$ cat config.mk
export PLATFORM = sky130hd
export DESIGN_NAME = uart_cmd_frame_parser
export DESIGN_NICKNAME = d
export VERILOG_FILES = /design/src/rtl/uart_cmd_frame_parser.sv
export SDC_FILE = /design/constraint.sdc
export NUM_CORES = 1
export LEC_CHECK = 0
export BUFFER_PORTS_ARGS = -buffer_cell sky130_fd_sc_hd__buf_2
export CELL_PAD_IN_SITES_DETAIL_PLACEMENT = 0
export CELL_PAD_IN_SITES_GLOBAL_PLACEMENT = 2
export CORE_MARGIN = 3
export CORE_UTILIZATION = 30
export DETAILED_ROUTE_END_ITERATION = 12
export PLACE_DENSITY = 0.74
export REMOVE_ABC_BUFFERS = 1
export SYNTH_ARGS = -nofsm -noshare
export SYNTH_HDL_FRONTEND = slang
export SYNTH_SLANG_ARGS = --single-unit
$ cat constraint.sdc
create_clock -name clk -period 3.7 [get_ports clk]
set_input_delay 0.74 -clock clk [delete_from_list [all_inputs] [get_ports clk]]
set_output_delay 0.74 -clock clk [all_outputs]
set_load 0.1 [all_outputs]
$ cat src/rtl/uart_cmd_frame_parser.sv
// Assembles HEADER/CODE/P3..P0/CHK command frames from the UART byte stream and strobes accepted commands.
// Define CMD_TIMEOUT_EN to abort a partial frame after TIMEOUT_CYC idle cycles between bytes.
module uart_cmd_frame_parser #(
    parameter logic [7:0]  HEADER      = 8'hAA,
    parameter int unsigned TIMEOUT_CYC = 1_000_000
) (
    input  logic        clk,
    input  logic        rstn,
    input  logic [7:0]  rx_data,
    input  logic        rx_done,
    output logic        cmd_vaild,
    output logic [7:0]  cmd_code,
    output logic [31:0] para_list,
    output logic        frame_err,
    output logic [7:0]  err_cnt,
    output logic        busy
);

    if ((TIMEOUT_CYC < 2) || (TIMEOUT_CYC > (1 << 20))) begin : g_timeout_range
        $error("TIMEOUT_CYC must lie in [2, 2**20]");
    end

    typedef enum logic [1:0] {
        S_IDLE,
        S_CODE,
        S_PARA,
        S_CHK
    } state_t;

    state_t      state_q, state_d;
    logic [1:0]  idx_q, idx_d;
    logic [7:0]  code_sh_q, code_sh_d;
    logic [31:0] para_sh_q, para_sh_d;
    logic [7:0]  sum_q, sum_d;
    logic        cmd_vaild_q, cmd_vaild_d;
    logic [7:0]  cmd_code_q, cmd_code_d;
    logic [31:0] para_list_q, para_list_d;
    logic        frame_err_q, frame_err_d;
    logic [7:0]  err_cnt_q, err_cnt_d;
    logic        busy_q, busy_d;
    logic        err_inc;
    logic        code_ok;

`ifdef CMD_TIMEOUT_EN
    localparam logic [19:0] TMO_LAST = 20'(TIMEOUT_CYC - 1);
    logic [19:0] tmo_cnt_q, tmo_cnt_d;
`endif

    assign code_ok = (code_sh_q inside {8'hA0, 8'hA1, 8'hA2});

    always_comb begin
        state_d     = state_q;
        idx_d       = idx_q;
        code_sh_d   = code_sh_q;
        para_sh_d   = para_sh_q;
        sum_d       = sum_q;
        cmd_vaild_d = 1'b0;
        cmd_code_d  = cmd_code_q;
        para_list_d = para_list_q;
        err_cnt_d   = err_cnt_q;
        err_inc     = 1'b0;
`ifdef CMD_TIMEOUT_EN
        tmo_cnt_d   = tmo_cnt_q;
`endif

        // A HEADER byte seen after IDLE is ordinary frame data; no mid-frame resync.
        case (state_q)
            S_IDLE: begin
                if (rx_done && (rx_data == HEADER)) begin
                    state_d = S_CODE;
                    sum_d   = '0;
                end
            end
            S_CODE: begin
                if (rx_done) begin
                    code_sh_d = rx_data;
                    sum_d     = sum_q + rx_data;
                    idx_d     = '0;
                    state_d   = S_PARA;
                end
            end
            S_PARA: begin
                if (rx_done) begin
                    para_sh_d = {para_sh_q[23:0], rx_data};
                    sum_d     = sum_q + rx_data;
                    if (idx_q == 2'd3) begin
                        state_d = S_CHK;
                    end else begin
                        idx_d = idx_q + 2'd1;
                    end
                end
            end
            S_CHK: begin
                if (rx_done) begin
                    state_d = S_IDLE;
                    if ((rx_data == sum_q) && code_ok) begin
                        cmd_vaild_d = 1'b1;
                        cmd_code_d  = code_sh_q;
                        para_list_d = para_sh_q;
                    end else begin
                        err_inc = 1'b1;
                    end
                end
            end
            default: state_d = S_IDLE;
        endcase

`ifdef CMD_TIMEOUT_EN
        // A byte arriving on the expiry cycle clears the counter, so it takes precedence.
        if ((state_q == S_IDLE) || rx_done) begin
            tmo_cnt_d = '0;
        end else if (tmo_cnt_q == TMO_LAST) begin
            tmo_cnt_d = '0;
            state_d   = S_IDLE;
            code_sh_d = '0;
            para_sh_d = '0;
            err_inc   = 1'b1;
        end else begin
            tmo_cnt_d = tmo_cnt_q + 20'd1;
        end
`endif

        frame_err_d = err_inc;
        if (err_inc && (err_cnt_q != 8'hFF)) begin
            err_cnt_d = err_cnt_q + 8'd1;
        end
        busy_d = (state_d != S_IDLE);
    end

    always_ff @(posedge clk or negedge rstn) begin
        if (!rstn) begin
            state_q     <= S_IDLE;
            idx_q       <= '0;
            code_sh_q   <= '0;
            para_sh_q   <= '0;
            sum_q       <= '0;
            cmd_vaild_q <= 1'b0;
            cmd_code_q  <= '0;
            para_list_q <= '0;
            frame_err_q <= 1'b0;
            err_cnt_q   <= '0;
            busy_q      <= 1'b0;
        end else begin
            state_q     <= state_d;
            idx_q       <= idx_d;
            code_sh_q   <= code_sh_d;
            para_sh_q   <= para_sh_d;
            sum_q       <= sum_d;
            cmd_vaild_q <= cmd_vaild_d;
            cmd_code_q  <= cmd_code_d;
            para_list_q <= para_list_d;
            frame_err_q <= frame_err_d;
            err_cnt_q   <= err_cnt_d;
            busy_q      <= busy_d;
        end
    end

`ifdef CMD_TIMEOUT_EN
    always_ff @(posedge clk or negedge rstn) begin
        if (!rstn) begin
            tmo_cnt_q <= '0;
        end else begin
            tmo_cnt_q <= tmo_cnt_d;
        end
    end
`endif

    assign cmd_vaild = cmd_vaild_q;
    assign cmd_code  = cmd_code_q;
    assign para_list = para_list_q;
    assign frame_err = frame_err_q;
    assign err_cnt   = err_cnt_q;
    assign busy      = busy_q;

endmodule

==> metrics.txt <==
fillers 1,420; final setup vio count 0; final wirelength 8.54 mm; cts repair resizes 0; footprint of the multi-input gates 1780 um^2; CTS sink count 103; Final Non-Filler Cells 580; synth warn 0; vias in the first global route 2,800; Final ANT Viol Nets 0; GR Overflow Total 0; IO Port Bufs 61; average size of a mapped cell 13.6 um^2; cell area after layout 5260 um^2; highest clock rate 405 MHz; Final Wtd Congestion 0.728; Worst-Skew Late Latency 350 ps; postcts setup bufs 0; commonest non-fill, non-tap cell in the layout dfrtp_1; status finished clean; relative slew slack 26.5%; TritonCTS clock tree yes; r2r setup slk 1370 ps; DRT iter0 DRCs 165; Post-synth EDFFs 0; die extent in y 128 um; Register Area 2580 um^2; Area Growth Syn to Fin 17.7%; total power 3.58 mW; dpl ws 853 ps; Final period util 66.8%; fin crit period 2470 ps; worst slew pin tran 1100 ps; CTS root buf clkbuf_16; post-placement cell count 564; full die area 16,400 um^2; WL per Instance 14.7 um; Pleak 2.65 nW; # diodes 0; final worst setup slack 1230 ps; Cell variety after synth 53; PD cells 680 nW/um^2; Crit Path Class input port to flop; largest net degree at the start of global routing 89; clk slew on worst S/H paths 60 ps; first-pass GRT wire length 14.4 mm; Crit Path Max Fanout 40; CTS max path bufs 2; most frequent cells in the layout 103 x dfrtp_1, 60 x buf_2, 36 x mux2_2; router iterations before antenna repair 4; post-place instance area 4960 um^2; Sum Neg Setup Slack 0 ps; Ports 62; ys flop type dfrtp_1; Critical Path AT 2700 ps; Hold Slack 463 ps; Max-cap violations 0; Final Max Slew Viols 0; fraction of the yosys area taken by sequential cells 57.7%; Hold Path Class flop to flop; Post-Syn Area 4470 um^2; Layout Utilization 37.0%; Nets 421; Via-to-Cell Ratio 4.74; vias 2,750; Final Skew 8.05 ps; layout cell share with drive strength beyond 1 30.3%; Final Hold Vio Count 0; initial antenna violation count 1; Required @ worst endpoint 3930 ps; DRC Markers 0; GRT Resource Usage Total 11.0%; H-tree lvl count 3; CP Launch Type input port; flop and latch count out of synthesis 103; die width 128 um; Post-DP HPWL 5.96 mm; Worst VDD drop 0.453 mV; Synth async-reset ratio 100%; cell count after synthesis 329; Initial Utilization 31.4%; Rows 43; Core ar. 14,200 um^2; crit end category flop; TritonCTS Buffers 9; hold-fix buffers at CTS 0; RSZ-0062 raised after global routing false
## synth_stat cells, drive strengths merged, types with 2 or more instances
| master | n | area, um^2 |
|---|---|---|
| or2 | 3 | 18.8 |
| xnor2 | 3 | 26.3 |
| a31oi | 3 | 25.0 |
| ha | 14 | 175 |
| a21oi | 7 | 35.0 |
| xor2 | 3 | 26.3 |
| nand4 | 3 | 18.8 |
| a2111oi | 2 | 36.3 |
| nand2 | 19 | 71.3 |
| o41ai | 2 | 17.5 |
| a21o | 2 | 15.0 |
| a211oi | 2 | 15.0 |
| mux2i | 2 | 20.0 |
| dfrtp | 103 | 2580 |
| nand2b | 2 | 12.5 |
| o21ai | 12 | 60.1 |
| and3 | 5 | 31.3 |
| o31ai | 3 | 22.5 |
| nor3 | 3 | 15.0 |
| nor2b | 9 | 56.3 |
| o21a | 2 | 15.0 |
| nor2 | 8 | 37.5 |
| mux2 | 72 | 815 |
| buf | 5 | 61.3 |
| inv | 10 | 37.5 |
| clkbuf | 4 | 15.0 |
| nand3 | 7 | 35.0 |
| nor3b | 3 | 22.5 |
## metal layers
metal | wire (um) | track usage, % | up-vias
li1 | - | - | 1321
met1 | 4180 | 14.9 | 1360
met2 | 3790 | 16.8 | 51
met3 | 382 | 2.50 | 16
met4 | 187 | 5.24 | 2
met5 | 7 | 0 | -
## critical path, stage by stage
cell and delay [ps]:
buf_2 120, ha_1 350, nor4_1 310, and4b_1 290, nand3_1 130, nor2_4 140, buf_12 240, mux2_1 350
## power by group
| group | leakage (nW) | internal, mW | switching, mW |
|---|---|---|---|
| logic | 1.16 | 0.426 | 0.584 |
| clock network | 0.139 | 0.528 | 0.421 |
| registers | 1.35 | 1.42 | 0.204 |
| total | 2.65 | 2.37 | 1.21 |
## worst paths after layout
check                             from            end  depth (start not counted)
max                         rx_data[6]  para_list[28]                          8
min                        cmd_code[7]    cmd_code[7]                          1
min reg2reg                cmd_code[7]    cmd_code[7]                          1
max reg2reg                   sum_q[6]  para_list[28]                          7
min in group asynchronous         rstn    cmd_code[7]                          1
max in group asynchronous         rstn  para_list[16]                          2
## kinds of logic after synthesis
group / synth area share, %
AOI/OAI and AO/OA: 7.59
xor gates and xnor gates: 1.18
adders and majority gates: 4.37
buffers and inverters: 2.55
DFF: 57.7
muxes: 18.7
and+or+nand+nor: 7.93
## flip-flops by register name, summed over array words and instances (netlist names), 2 cells and up
name,cells
para_sh_q,32
sum_q,8
state_q,2
err_cnt,8
para_list,32
idx_q,2
cmd_code,8
code_sh_q,8
## area by class of cell
cell class / instances / share of cell area [%]
Tap cell: 180 / 4.28
Clock buffer: 10 / 4.35
Clock inverter: 6 / 1.36
Multi-Input combinational cell: 207 / 33.8
Inverter: 10 / 0.714
Timing Repair Buffer: 64 / 6.52
Sequential cell: 103 / 49.0
(Power assumes the default switching activity.)
